### src/rtl/fq_pkg.sv
// fq_pkg: shared types and helpers for the instruction fetch queue.
//   NOP_INSTR  - instruction presented to decode when the queue has nothing valid
//   fq_entry_t - one buffered {instr, pcp1} pair (32-bit datapath)
//   fq_ptr_w   - pointer width for a given queue depth
package fq_pkg;

   localparam logic [31:0] NOP_INSTR = 32'h0000_0000;

   typedef struct packed {
      logic [31:0] instr;
      logic [31:0] pcp1;
   } fq_entry_t;

   // A depth of 1 would give a zero-width pointer; clamp to one bit.
   function automatic int fq_ptr_w(input int depth);
      return (depth <= 1) ? 1 : $clog2(depth);
   endfunction

endpackage

### src/rtl/fq_storage.sv
// fq_storage: DEPTH x WW register array for the fetch queue.
//   clk     - write clock
//   i_we    - write enable
//   i_waddr - write address
//   i_wdata - write data
//   i_raddr - read address (asynchronous read)
//   o_rdata - read data
// Contents are not reset; control logic guarantees nothing stale is read.
module fq_storage
   import fq_pkg::*;
#(
   parameter int DEPTH = 4,
   parameter int WW    = 64,
   parameter int AW    = fq_ptr_w(DEPTH)
) (
   input  logic          clk,
   input  logic          i_we,
   input  logic [AW-1:0] i_waddr,
   input  logic [WW-1:0] i_wdata,
   input  logic [AW-1:0] i_raddr,
   output logic [WW-1:0] o_rdata
);

   logic [WW-1:0] r_mem [DEPTH];

   always_ff @(posedge clk) begin
      if (i_we) r_mem[i_waddr] <= i_wdata;
   end

   assign o_rdata = r_mem[i_raddr];

endmodule

### src/rtl/fetch_queue.sv
// fetch_queue: instruction prefetch queue between fetch and the decode register.
//   clk, rst_n           - clock, asynchronous active-low reset
//   in_valid/in_ready    - fetch-side handshake
//   in_instr, in_pcp1    - fetched instruction and its PC+1
//   out_valid/out_ready  - decode-side handshake (out_ready low on decode stall)
//   out_instr, out_pcp1  - head entry; NOP/0 whenever out_valid is low
//   flush                - redirect: discard everything, ignore this cycle's push/pop
//   count                - current occupancy
// Build option FQ_BYPASS_EN: when empty, forward in_* straight to out_*
// (zero-cycle latency). Default leaves the fetch-to-decode path registered.
module fetch_queue
   import fq_pkg::*;
#(
   parameter int DEPTH = 4,
   parameter int DW    = 32
) (
   input  logic                       clk,
   input  logic                       rst_n,
   input  logic                       in_valid,
   output logic                       in_ready,
   input  logic [DW-1:0]              in_instr,
   input  logic [DW-1:0]              in_pcp1,
   output logic                       out_valid,
   input  logic                       out_ready,
   output logic [DW-1:0]              out_instr,
   output logic [DW-1:0]              out_pcp1,
   input  logic                       flush,
   output logic [$clog2(DEPTH+1)-1:0] count
);

   localparam int AW = fq_ptr_w(DEPTH);
   localparam int CW = $clog2(DEPTH+1);

   logic [AW-1:0]   r_wr_ptr, r_rd_ptr;
   logic [CW-1:0]   r_count;
   logic [2*DW-1:0] w_head;
   logic            w_empty, w_full, w_byp;
   logic            w_push, w_pop, w_we;
   logic [DW-1:0]   w_instr, w_pcp1;

   assign w_empty = (r_count == '0);
   assign w_full  = (r_count == CW'(DEPTH));

`ifdef FQ_BYPASS_EN
   assign w_byp = w_empty && in_valid && !flush;
`else
   assign w_byp = 1'b0;
`endif

   // Flush squashes the head combinationally so decode sees a NOP this cycle.
   assign out_valid = (!w_empty || w_byp) && !flush;
   assign in_ready  = !w_full || (out_ready && out_valid);

   assign w_push = in_valid && in_ready && !flush;
   assign w_pop  = out_valid && out_ready;
   // A bypassed word that decode takes immediately never enters storage.
   assign w_we   = w_push && !(w_byp && out_ready);

   assign w_instr   = w_byp ? in_instr : w_head[2*DW-1:DW];
   assign w_pcp1    = w_byp ? in_pcp1  : w_head[DW-1:0];
   assign out_instr = out_valid ? w_instr : DW'(NOP_INSTR);
   assign out_pcp1  = out_valid ? w_pcp1  : '0;
   assign count     = r_count;

   fq_storage #(.DEPTH(DEPTH), .WW(2*DW), .AW(AW)) u_storage (
      .clk     (clk),
      .i_we    (w_we),
      .i_waddr (r_wr_ptr),
      .i_wdata ({in_instr, in_pcp1}),
      .i_raddr (r_rd_ptr),
      .o_rdata (w_head)
   );

   always_ff @(posedge clk or negedge rst_n) begin
      if (!rst_n) begin
         r_wr_ptr <= '0;
         r_rd_ptr <= '0;
         r_count  <= '0;
      end else if (flush) begin
         r_wr_ptr <= '0;
         r_rd_ptr <= '0;
         r_count  <= '0;
      end else begin
         // A bypassed-and-consumed word moves neither pointer nor count.
         if (w_we)               r_wr_ptr <= AW'(r_wr_ptr + 1'b1);
         if (w_pop && !w_byp)    r_rd_ptr <= AW'(r_rd_ptr + 1'b1);
         if (w_we && !(w_pop && !w_byp))      r_count <= r_count + 1'b1;
         else if (!w_we && w_pop && !w_byp)   r_count <= r_count - 1'b1;
      end
   end

endmodule

### config.mk
export PLATFORM = sky130hd
export DESIGN_NAME = fetch_queue
export DESIGN_NICKNAME = d
export VERILOG_FILES = /design/src/rtl/fq_pkg.sv /design/src/rtl/fq_storage.sv /design/src/rtl/fetch_queue.sv
export SDC_FILE = /design/constraint.sdc
export NUM_CORES = 1
export LEC_CHECK = 0
export CAP_MARGIN = 20
export CORE_ASPECT_RATIO = 1.4
export CORE_UTILIZATION = 35
export DETAILED_ROUTE_END_ITERATION = 12
export PLACE_DENSITY = 0.65
export SLEW_MARGIN = 20
export SYNTH_ARGS = -nofsm -noshare
export SYNTH_HDL_FRONTEND = slang
export SYNTH_SLANG_ARGS = --single-unit
### constraint.sdc
create_clock -name clk -period 3.5 [get_ports clk]
set_input_delay 0.35 -clock clk [delete_from_list [all_inputs] [get_ports clk]]
set_output_delay 0.35 -clock clk [all_outputs]
set_load 0.01 [all_outputs]
Word-level counts from Yosys, hierarchy flattened
Memories as Yosys holds them, arrays and structs flattened.
Cells that the tools add are included.
W data, S select, Z words.
{ "totals": {"output_inout_bits": 69, "register_bits": 7, "memories": 1, "mem_bits_rw": 256} }
{ "op_classes": {"muxes": 11, "n_eq_ne": 1, "reduce_logical": 16, "add_sub_neg": 4} }
{ "memory_table": {"columns": ["memory", "words", "word_bits", "read_ports", "rd_clocked_by_memory_dff", "wr", "line", "source"], "rows": [
  ["u_storage.r_mem", 4, 64, 1, 0, 1, "fq_storage.sv:24", "logic [WW-1:0] r_mem [DEPTH];"]
]} }
{ "ops": {"columns": ["op", "n"], "rows": [
  ["$mux W32", 2],
  ["$mux W3", 3],
  ["$mux W2", 4],
  ["$logic_and A1 B1 Y1", 6],
  ["$logic_not A1 Y1", 5],
  ["$add A2 B1 Y2 const B", 2],
  ["$reduce_bool A2 Y1", 2],
  ["$add A3 B1 Y3 const B", 1],
  ["$eq A3 B3 Y1 const B", 1],
  ["$logic_not A3 Y1", 1],
  ["$reduce_bool A3 Y1", 1],
  ["$sub A3 B1 Y3 const B", 1],
  ["$mux W1", 2],
  ["$logic_or A1 B1 Y1", 1]
]} }

Depth between registers and ports, before layout
Gate-level depths: netlist of the first run.
{ "logic_depth": {"word_depth": 12, "ltp_mapped": 8} }

Cells and area by module
Synthesis of the first run repeated with hierarchy kept, for this count alone.
{ "hier_totals": {"cells_unflattened": 472, "hier_area_um2": 10311.1} }
{ "modules_own_cells": {"columns": ["module", "cells_each", "area_each_um2", "instances", "seq_area_each_um2"], "rows": [
  ["fq_storage", 338, 9341.5, 1, 7687.4],
  ["fetch_queue", 134, 969.7, 1, 175.2]
]} }

Least setup slack after synthesis of the first run
OpenSTA, ideal clock, no wires.
{ "synth_timing": {"path_kind": "flip-flop to flip-flop", "start": "register r_count[0] (netlist: count[0])", "end": "memory u_storage.r_mem[0][0] (enable)", "stages_incl_launch_ff": 5, "t_required_ns": 3.071, "path_slack_ns": 0.551, "n_path_buf": 1, "setup_time_ns": 0.429, "arrival_time_ns": 2.520, "path_cell_list": "dfrtp_1 buf_6 nor2_1 a311oi_1 and2_1"} }
{ "synth_between": {"elab_chain_cells": 9, "word_cells_on_any_way": 11} }
{ "synth_lines": {"columns": ["element", "line", "source"], "rows": [
  ["start, declared", "fetch_queue.sv:35", "logic [CW-1:0] r_count;"],
  ["start signal, assigned", "fetch_queue.sv:87", "if (w_we && !(w_pop && !w_byp)) r_count <= r_count + 1'b1;"],
  ["start signal, assigned", "fetch_queue.sv:88", "else if (!w_we && w_pop && !w_byp) r_count <= r_count - 1'b1;"],
  ["$logic_not A3 Y1", "fetch_queue.sv:41", "assign w_empty = (r_count == '0);"],
  ["$logic_not A1 Y1", "fetch_queue.sv:51", "assign out_valid = (!w_empty || w_byp) && !flush;"],
  ["$logic_and A1 B1 Y1", "fetch_queue.sv:51", null],
  ["$logic_and A1 B1 Y1", "fetch_queue.sv:52", "assign in_ready = !w_full || (out_ready && out_valid);"],
  ["$logic_or A1 B1 Y1 *", "fetch_queue.sv:52", null],
  ["$logic_and A1 B1 Y1 * (2 in series)", "fetch_queue.sv:54", "assign w_push = in_valid && in_ready && !flush;"],
  ["$mux W1 *", "fq_storage.sv:27", "if (i_we) r_mem[i_waddr] <= i_wdata;"],
  ["$mux W1 (implied by the code) *", "fq_storage.sv:27", null],
  ["end, declared", "fq_storage.sv:24", null]
]} }
Every way passes the cells marked *; elsewhere a longest branch is shown, timed or not.

Worst setup path after layout of the first run
{ "layout_timing": {"start": "register r_rd_ptr[0]", "end": "output port out_instr[3]"} }
{ "layout_between": {"elab_chain_cells": 2} }
{ "layout_lines": {"columns": ["element", "line", "source"], "rows": [
  ["start, declared", "fetch_queue.sv:34", "logic [AW-1:0] r_wr_ptr, r_rd_ptr;"],
  ["start signal, assigned", "fetch_queue.sv:86", "if (w_pop && !w_byp) r_rd_ptr <= AW'(r_rd_ptr + 1'b1);"],
  ["$mem_v2 Z4 W64", null, null],
  ["$mux W32", "fetch_queue.sv:61", "assign out_instr = out_valid ? w_instr : DW'(NOP_INSTR);"],
  ["end, declared", "fetch_queue.sv:25", "output logic [DW-1:0] out_instr,"]
]} }
Every way passes these cells.

==> results of run 1 <==
==> state kept, by name, indices dropped and copies added (netlist names) <==
signal / flops
count: 3
r_rd_ptr: 2
r_wr_ptr: 2
u_storage.r_mem: 256
==> metal layers <==
metal	vias to the layer above	GRT usage, %	wire (microns)
met1	2559	17.5	8330
met4	4	3.39	354
met2	167	23.1	10200
li1	2192	-	-
met3	32	3.66	1410
met5	-	0	23
==> worst register-to-register path, stage by stage, from the launching register on <==
cell,delay (ns)
sky130_fd_sc_hd__dfrtp_1,0.50
sky130_fd_sc_hd__nor2_1,0.16
sky130_fd_sc_hd__a311oi_1,0.54
sky130_fd_sc_hd__and2_4,0.55
sky130_fd_sc_hd__buf_12,0.30
==> per-stage QoR <==
| stage | setup slack [ns] | hold WS [ns] | utilization, % | instances | cell area, sq um |
|---|---|---|---|---|---|
| after floorplan | 0.551 | 0.0544 | - | 469 | 10200 |
| after global placement | 0.739 | 0.581 | 42.3 | 967 | 12100 |
| after detailed placement | 0.639 | 0.616 | 42.3 | 967 | 12100 |
| after CTS | 0.257 | 0.0983 | 44.9 | 1011 | 12800 |
| after global routing | 0.164 | 0.102 | 44.9 | 1011 | 12800 |
| final | 0.331 | 0.108 | 44.9 | 1013 | 12800 |
==> Yosys cell counts <==
master	instances
sky130_fd_sc_hd__edfxtp_1	256
sky130_fd_sc_hd__and2_1	68
sky130_fd_sc_hd__mux4_2	64
sky130_fd_sc_hd__nor2_1	11
sky130_fd_sc_hd__buf_2	9
sky130_fd_sc_hd__clkbuf_1	8
sky130_fd_sc_hd__dfrtp_1	7
sky130_fd_sc_hd__buf_6	6
sky130_fd_sc_hd__inv_1	6
sky130_fd_sc_hd__ha_1	4
sky130_fd_sc_hd__mux2_2	3
sky130_fd_sc_hd__nand2b_1	3
sky130_fd_sc_hd__a31oi_1	2
sky130_fd_sc_hd__nor3_1	2
sky130_fd_sc_hd__xor2_1	2
sky130_fd_sc_hd__a221oi_1	1
sky130_fd_sc_hd__a2bb2oi_1	1
sky130_fd_sc_hd__a311oi_1	1
sky130_fd_sc_hd__a31o_2	1
sky130_fd_sc_hd__buf_4	1
sky130_fd_sc_hd__clkbuf_2	1
sky130_fd_sc_hd__fa_1	1
sky130_fd_sc_hd__mux2i_1	1
sky130_fd_sc_hd__nand3_1	1
sky130_fd_sc_hd__nand3b_1	1
sky130_fd_sc_hd__nand4bb_1	1
sky130_fd_sc_hd__nor3b_1	1
sky130_fd_sc_hd__o21a_1	1
sky130_fd_sc_hd__o21ai_0	1
sky130_fd_sc_hd__o22ai_1	1
sky130_fd_sc_hd__o311ai_0	1
sky130_fd_sc_hd__o31ai_1	1
sky130_fd_sc_hd__xnor2_1	1
==> where the power goes <==
group	leakage, uW	internal (uW)	switching (uW)
sequential	0.00241	3640	169
clock	0.000360	1390	1050
combinational	0.00126	1220	905
==> area by class of cell <==
type | count | share of cell area, %
Timing Repair Buffer | 148 | 11.9
Inverter | 6 | 0.175
Clock buffer | 32 | 5.08
Multi-Input combinational cell | 175 | 17.2
Sequential cell | 263 | 61.3
Clock inverter | 12 | 0.663
Antenna cell | 2 | 0.0390
Tap cell | 375 | 3.65
==> worst min path at each step <==
| stage | slack, ns | endpoint |
|---|---|---|
| after floorplan | 0.05 | count[0] |
| after global placement | 0.58 | r_wr_ptr[1] |
| after detailed placement | 0.62 | r_wr_ptr[1] |
| after CTS | 0.1 | count[0] |
| after global routing | 0.10 | count[0] |
| final | 0.11 | count[0] |
==> cells by family (layout without fill, tap and decap cells) <==
family / after synthesis / in the layout / synth area share (%)
other: 0 / 2 / 0
xor gates and xnor gates: 3 / 3 / 0.257
adders and majority gates: 5 / 5 / 0.685
muxes: 68 / 68 / 14.5
and+or+nand+nor: 88 / 88 / 5.15
DFF: 263 / 263 / 76.8
buffers and inverters: 31 / 198 / 1.74
AOI/OAI and AO/OA: 11 / 11 / 0.807
==> metrics.txt, run 1 <==
# TYPE chip_impl_metric gauge
chip_impl_info{name="timing.critical_path.slowest_stage_cell",value="sky130_fd_sc_hd__dfrtp_4"} 1
chip_impl_metric{name="worstRegToRegCells",unit=""} 4
chip_impl_metric{name="global_route.overflow_total",unit=""} 0
chip_impl_info{name="crit_path_leading_delay_family",value="buffers and inverters"} 1
chip_impl_metric{name="dr.pass1.iters",unit=""} 5
chip_impl_metric{name="drc_viols",unit=""} 0
chip_impl_info{name="synth.area.top_cells",value="sky130_fd_sc_hd__edfxtp_1 (75%), sky130_fd_sc_hd__mux4_2 (14%), sky130_fd_sc_hd__and2_1 (4.2%)"} 1
chip_impl_info{name="clk_root_buffer_cell",value="sky130_fd_sc_hd__clkbuf_16"} 1
chip_impl_metric{name="setup-tns-final",unit="ns"} 0
chip_impl_metric{name="synth.yosys.seq_area_share",unit="%"} 76.8
chip_impl_metric{name="area_delta_synth_final",unit="%"} 25.5
chip_impl_metric{name="place.gp.congestion",unit=""} 0.705
chip_impl_info{name="most-common-layout-cells",value="sky130_fd_sc_hd__edfxtp_1 (256), sky130_fd_sc_hd__clkdlybuf4s50_1 (137), sky130_fd_sc_hd__mux4_2 (64), sky130_fd_sc_hd__and2_1 (64), sky130_fd_sc_hd__clkbuf_16 (25)"} 1
chip_impl_metric{name="power-per-cell-area",unit="nW/um^2"} 651
chip_impl_metric{name="post-route-min-period",unit="ns"} 3.17
chip_impl_info{name="worstSetupEndpointType",value="output pin"} 1
chip_impl_metric{name="crit_path_max_fo",unit=""} 20
chip_impl_metric{name="final_hold_viol_count",unit=""} 0
chip_impl_metric{name="sinks_on_the_clock_net",unit=""} 263
chip_impl_metric{name="timing.fmax",unit="MHz"} 316
chip_impl_metric{name="critPathBufInv",unit=""} 2
chip_impl_info{name="critical_path.reg2reg.startpoint",value="count[0]"} 1
chip_impl_metric{name="placement_rows",unit=""} 73
chip_impl_metric{name="worst_slew_margin_relative_to_its_limit",unit="%"} 61.6
chip_impl_info{name="worstSetupStartpoint",value="r_rd_ptr[0]"} 1
chip_impl_metric{name="synth-seq-cells",unit=""} 263
chip_impl_metric{name="ctsLongestPathBuffers",unit=""} 3
chip_impl_metric{name="h-tree-depth",unit=""} 1
chip_impl_metric{name="design.die.area",unit="sq um"} 29900
chip_impl_metric{name="global_route.usage.total",unit="%"} 13.7
chip_impl_metric{name="place.port_buffers",unit=""} 137
chip_impl_metric{name="ir_worst_vdd",unit="uV"} 382
chip_impl_metric{name="synth_fp_nets",unit=""} 543
chip_impl_metric{name="avgRoutedWirePerCell",unit="microns"} 20.0
chip_impl_metric{name="synth_area",unit="sq um"} 10200
chip_impl_metric{name="slowest_delay",unit="ns"} 0.70
chip_impl_metric{name="fill_cells",unit=""} 2374
chip_impl_metric{name="r2r_setup_slk",unit="ns"} 1.10
chip_impl_info{name="rsz0062_at_grt",value="no"} 1
chip_impl_info{name="status",value="complete, no violations"} 1
chip_impl_metric{name="via_count",unit=""} 4954
chip_impl_metric{name="worst-slew-pin-transition",unit="ns"} 0.574
chip_impl_metric{name="num-nets-final",unit=""} 693
chip_impl_metric{name="synth.avg_cell_area",unit="sq um"} 21.8
chip_impl_metric{name="initialDrtViolationCount",unit=""} 347
chip_impl_info{name="layout_commonest_cell",value="sky130_fd_sc_hd__edfxtp_1"} 1
chip_impl_metric{name="clkSlewWorstSetupHoldPaths",unit="ns"} 0.06
chip_impl_metric{name="timing_max_transition_violations_final",unit=""} 0
chip_impl_metric{name="clk-insertion-delay-late",unit="ns"} 0.50
chip_impl_metric{name="grt_start_max_net_pins",unit=""} 66
chip_impl_info{name="cts_tree",value="done"} 1
chip_impl_metric{name="final_layout_size_suffix_gt1_share",unit="%"} 18.4
chip_impl_info{name="hold_class",value="in2async"} 1
chip_impl_metric{name="yosys.cell_types.count",unit=""} 33
chip_impl_metric{name="number_of_max_cap_violations",unit=""} 0
chip_impl_metric{name="yosysWarningCount",unit=""} 0
chip_impl_metric{name="die_width",unit="microns"} 147
chip_impl_metric{name="synth.top_cell.area_share",unit="%"} 75.1
chip_impl_metric{name="fin_crit_sh",unit="%"} 90.5
chip_impl_metric{name="postCtsSetupRepairBufs",unit=""} 0
chip_impl_info{name="critical_path_class",value="reg2out"} 1
chip_impl_metric{name="cts_made_buffers",unit=""} 25
chip_impl_info{name="worstSetupEndpoint",value="out_instr[3]"} 1
chip_impl_metric{name="setup_viol_count_final",unit=""} 0
chip_impl_metric{name="grt_first_pass_wirelength",unit="mm"} 31.3
chip_impl_metric{name="detailed_route_vias_per_instance",unit=""} 4.89
chip_impl_info{name="synth_largest_area_cell",value="sky130_fd_sc_hd__edfxtp_1"} 1
chip_impl_metric{name="core_region_area",unit="sq um"} 28600
chip_impl_info{name="timing.critical_path.from_type",value="flip-flop"} 1
chip_impl_metric{name="height_of_the_chip",unit="microns"} 204
chip_impl_metric{name="place_hpwl",unit="mm"} 13.1
chip_impl_metric{name="route.final.wire_length",unit="mm"} 20.3
chip_impl_metric{name="clock-skew-final",unit="ns"} 0.00671
chip_impl_metric{name="antenna_found_initial",unit=""} 3
chip_impl_metric{name="path_depth",unit=""} 4
chip_impl_metric{name="cts_hold_buf",unit=""} 0
chip_impl_metric{name="multi_input_area",unit="sq um"} 2210
chip_impl_metric{name="critPathArrivalTime",unit="ns"} 2.82
chip_impl_info{name="timing.critical_path.cells",value="buf_4 > mux4_2 > and2_1 > clkdlybuf4s50_1"} 1
chip_impl_metric{name="cts_resized",unit=""} 0
chip_impl_metric{name="static-leakage-power",unit="uW"} 0.00404
chip_impl_metric{name="seq_area",unit="sq um"} 7870
chip_impl_metric{name="via_count_of_the_first_global_routing_pass",unit=""} 5344
chip_impl_info{name="r2r-end",value="u_storage.r_mem[2][11]"} 1
chip_impl_metric{name="floorplan.initialDensity",unit="%"} 35.8
chip_impl_metric{name="floorplan.io_pins",unit=""} 138
chip_impl_metric{name="design_power_total",unit="uW"} 8360
chip_impl_metric{name="ant_nets",unit=""} 0
chip_impl_metric{name="timing.critical_path.required",unit="ns"} 3.15
chip_impl_metric{name="synthCells",unit=""} 469
Power figures use the tool's default switching activity.
==> run 2, diff against run 1 <==
- CORE_UTILIZATION: 35 -> 55
- GPL_ROUTABILITY_DRIVEN: unset -> 1
- PLACE_DENSITY: 0.65 -> 0.9
==> metrics.txt, run 2 (same netlist as run 1, synthesis figures left out) <==
# TYPE chip_impl_metric gauge
chip_impl_metric{name="initialDrtViolationCount",unit=""} 553
chip_impl_metric{name="clock_share_of_power",unit="%"} 30.3
chip_impl_metric{name="fin_crit_sh",unit="%"} 91.8
chip_impl_metric{name="dr.pass1.iters",unit=""} 5
chip_impl_metric{name="critPathArrivalTime",unit="ns"} 2.86
chip_impl_metric{name="timing.critical_path.required",unit="ns"} 3.15
chip_impl_metric{name="ctsLongestPathBuffers",unit=""} 3
chip_impl_metric{name="detailed_route_vias_per_instance",unit=""} 6.01
chip_impl_metric{name="place_hpwl",unit="mm"} 12.9
chip_impl_metric{name="static-leakage-power",unit="uW"} 0.00406
chip_impl_metric{name="clock-skew-final",unit="ns"} 0.0136
chip_impl_metric{name="via_count",unit=""} 5267
chip_impl_metric{name="grt_first_pass_wirelength",unit="mm"} 32.7
chip_impl_info{name="r2r-end",value="u_storage.r_mem[1][41]"} 1
chip_impl_info{name="clk_root_buffer_cell",value="sky130_fd_sc_hd__clkbuf_16"} 1
chip_impl_info{name="register_with_the_most_flip_flops",value="u_storage.r_mem"} 1
chip_impl_metric{name="route.final.wire_length",unit="mm"} 22.8
chip_impl_metric{name="clk-insertion-delay-late",unit="ns"} 0.51
chip_impl_metric{name="setup-tns-final",unit="ns"} 0
chip_impl_metric{name="timing.fmax",unit="MHz"} 311
chip_impl_info{name="status",value="complete, no violations"} 1
chip_impl_metric{name="switching_share",unit="%"} 25.9
chip_impl_metric{name="die_width",unit="microns"} 117
chip_impl_metric{name="worstRegToRegCells",unit=""} 4
chip_impl_metric{name="grt_util_met3",unit="%"} 2.82
chip_impl_metric{name="floorplan.io_pins",unit=""} 138
chip_impl_metric{name="drc_viols",unit=""} 0
chip_impl_metric{name="place.port_buffers",unit=""} 137
chip_impl_metric{name="power-per-cell-area",unit="nW/um^2"} 677
chip_impl_info{name="cts_tree",value="done"} 1
chip_impl_info{name="rsz0062_at_grt",value="no"} 1
chip_impl_metric{name="post-route-min-period",unit="ns"} 3.21
chip_impl_metric{name="h-tree-depth",unit=""} 1
chip_impl_metric{name="grt_start_max_net_pins",unit=""} 35
chip_impl_info{name="hold_class",value="in2async"} 1
chip_impl_metric{name="p_int",unit="uW"} 6380
chip_impl_metric{name="sinks_on_the_clock_net",unit=""} 263
chip_impl_info{name="critical_path_class",value="reg2out"} 1
chip_impl_metric{name="via_count_of_the_first_global_routing_pass",unit=""} 5477
chip_impl_metric{name="postCtsSetupRepairBufs",unit=""} 0
chip_impl_metric{name="cts_resized",unit=""} 0
chip_impl_metric{name="placement_rows",unit=""} 58
chip_impl_metric{name="p_sw",unit="uW"} 2230
chip_impl_metric{name="avgRoutedWirePerCell",unit="microns"} 26.0
chip_impl_metric{name="design.die.area",unit="sq um"} 19200
chip_impl_metric{name="core_region_area",unit="sq um"} 18100
chip_impl_metric{name="worst_slew_margin_relative_to_its_limit",unit="%"} 52.6
chip_impl_metric{name="ir_worst_vdd",unit="uV"} 377
chip_impl_metric{name="largest_register_ff_count",unit=""} 256
chip_impl_metric{name="floorplan.initialDensity",unit="%"} 56.6
chip_impl_metric{name="fill_cells",unit=""} 1011
chip_impl_metric{name="r2r_setup_slk",unit="ns"} 0.96
chip_impl_metric{name="setup_viol_count_final",unit=""} 0
chip_impl_metric{name="height_of_the_chip",unit="microns"} 163
chip_impl_metric{name="final_hold_viol_count",unit=""} 0
chip_impl_metric{name="cts_made_buffers",unit=""} 23
chip_impl_metric{name="groute.layer.met1.usage",unit="%"} 32.0
chip_impl_info{name="worstSetupEndpointType",value="output pin"} 1
chip_impl_metric{name="number_of_max_cap_violations",unit=""} 0
chip_impl_metric{name="clkSlewWorstSetupHoldPaths",unit="ns"} 0.07
chip_impl_metric{name="worst-slew-pin-transition",unit="ns"} 0.710
chip_impl_metric{name="place.gp.congestion",unit=""} 0.776
chip_impl_metric{name="crit_path_max_fo",unit=""} 22
chip_impl_info{name="most-common-layout-cells",value="sky130_fd_sc_hd__edfxtp_1 (256), sky130_fd_sc_hd__clkdlybuf4s50_1 (137), sky130_fd_sc_hd__mux4_2 (64), sky130_fd_sc_hd__and2_1 (64), sky130_fd_sc_hd__clkbuf_16 (23)"} 1
chip_impl_metric{name="ant_nets",unit=""} 0
chip_impl_info{name="globalRoute.busiestLayer",value="met2"} 1
chip_impl_metric{name="global_route.usage.total",unit="%"} 24.0
chip_impl_metric{name="power.sequential.fraction",unit="%"} 44.3
chip_impl_metric{name="layout.core_utilization",unit="%"} 70.4
chip_impl_metric{name="cts_hold_buf",unit=""} 0
chip_impl_metric{name="grt.met2_usage",unit="%"} 40.4
chip_impl_info{name="timing.critical_path.from_type",value="flip-flop"} 1
chip_impl_metric{name="num-nets-final",unit=""} 692
chip_impl_metric{name="area_delta_synth_final",unit="%"} 24.4
chip_impl_info{name="layout_commonest_cell",value="sky130_fd_sc_hd__edfxtp_1"} 1
chip_impl_info{name="critical_path.reg2reg.startpoint",value="count[0]"} 1
chip_impl_metric{name="antenna_found_initial",unit=""} 1
chip_impl_metric{name="timing_max_transition_violations_final",unit=""} 0
chip_impl_metric{name="power_frac_comb",unit="%"} 25.4
chip_impl_metric{name="final_layout_size_suffix_gt1_share",unit="%"} 19.2
chip_impl_metric{name="global_route.overflow_total",unit=""} 0
==> run 2: cell count changes in the layout (fill, tap and decap cells not counted), sizes merged <==
cell      change
clkbuf        -6
bufinv        +3
clkinv        -2
clkinvlp      +2
buf           +1
diode         -1
inv           +1
==> run 2: per-layer routing <==
| layer | share of wire, % | vias up | wire length [microns] |
|---|---|---|---|
| met2 | 54 | 292 | 12300 |
| met3 | 5.4 | 34 | 1220 |
| met5 | 0 | - | 0 |
| met1 | 38 | 2747 | 8610 |
| li1 | - | 2194 | - |
| met4 | 2.6 | 0 | 595 |
==> run 2: layout make-up <==
type                       count  area, sq um  share of cell area [%]
sequential                   263         7870                    61.8
multi-input combinational    175         2210                    17.4
timing repair buffer         149         1550                    12.2
clock buffer                  26          587                    4.61
tap                          240          300                    2.36
clock inverter                16          188                    1.47
inverter                       6         22.5                   0.177
antenna                        1         2.50                  0.0197
==> run 2: worst max-delay path by stage <==
stage          slack (ns)                     end        start  cells past startpoint
3_3_place_gp         0.79  u_storage.r_mem[0][38]    out_ready                      5
5_1_grt              0.21           out_instr[30]  r_rd_ptr[0]                      4
4_1_cts              0.26           out_instr[30]  r_rd_ptr[0]                      4
6_report             0.29           out_instr[30]  r_rd_ptr[0]                      4
2_1_floorplan        0.55   u_storage.r_mem[0][0]     count[0]                      4
3_5_place_dp         0.63  u_storage.r_mem[0][41]    out_ready                      5
==> run 2: through the flow <==
step	setup WS, ns	power, uW	area [sq um]	std cells	hold slack (ns)
floorplan	0.551	5110	10200	469	0.0544
global placement	0.786	5950	11900	833	0.567
detailed placement	0.632	6040	11900	833	0.617
CTS	0.256	8650	12700	875	0.100
global route	0.211	8890	12700	876	0.106
finish	0.288	8610	12700	876	0.104
==> run 2: worst max-delay path, stage by stage (launching register included) <==
cell,delay [ns]
sky130_fd_sc_hd__dfrtp_4,0.73
sky130_fd_sc_hd__buf_4,0.32
sky130_fd_sc_hd__mux4_2,0.57
sky130_fd_sc_hd__and2_1,0.20
sky130_fd_sc_hd__clkdlybuf4s50_1,0.50
==> run 2: power by group through the flow <==
stage | combinational, uW | sequential (uW) | clock, uW
6_report | 2180 | 3820 | 2610
5_1_grt | 2320 | 3840 | 2740
4_1_cts | 2200 | 3820 | 2630
3_5_place_dp | 2160 | 3870 | 0
3_3_place_gp | 2100 | 3860 | 0
2_1_floorplan | 1350 | 3760 | 0
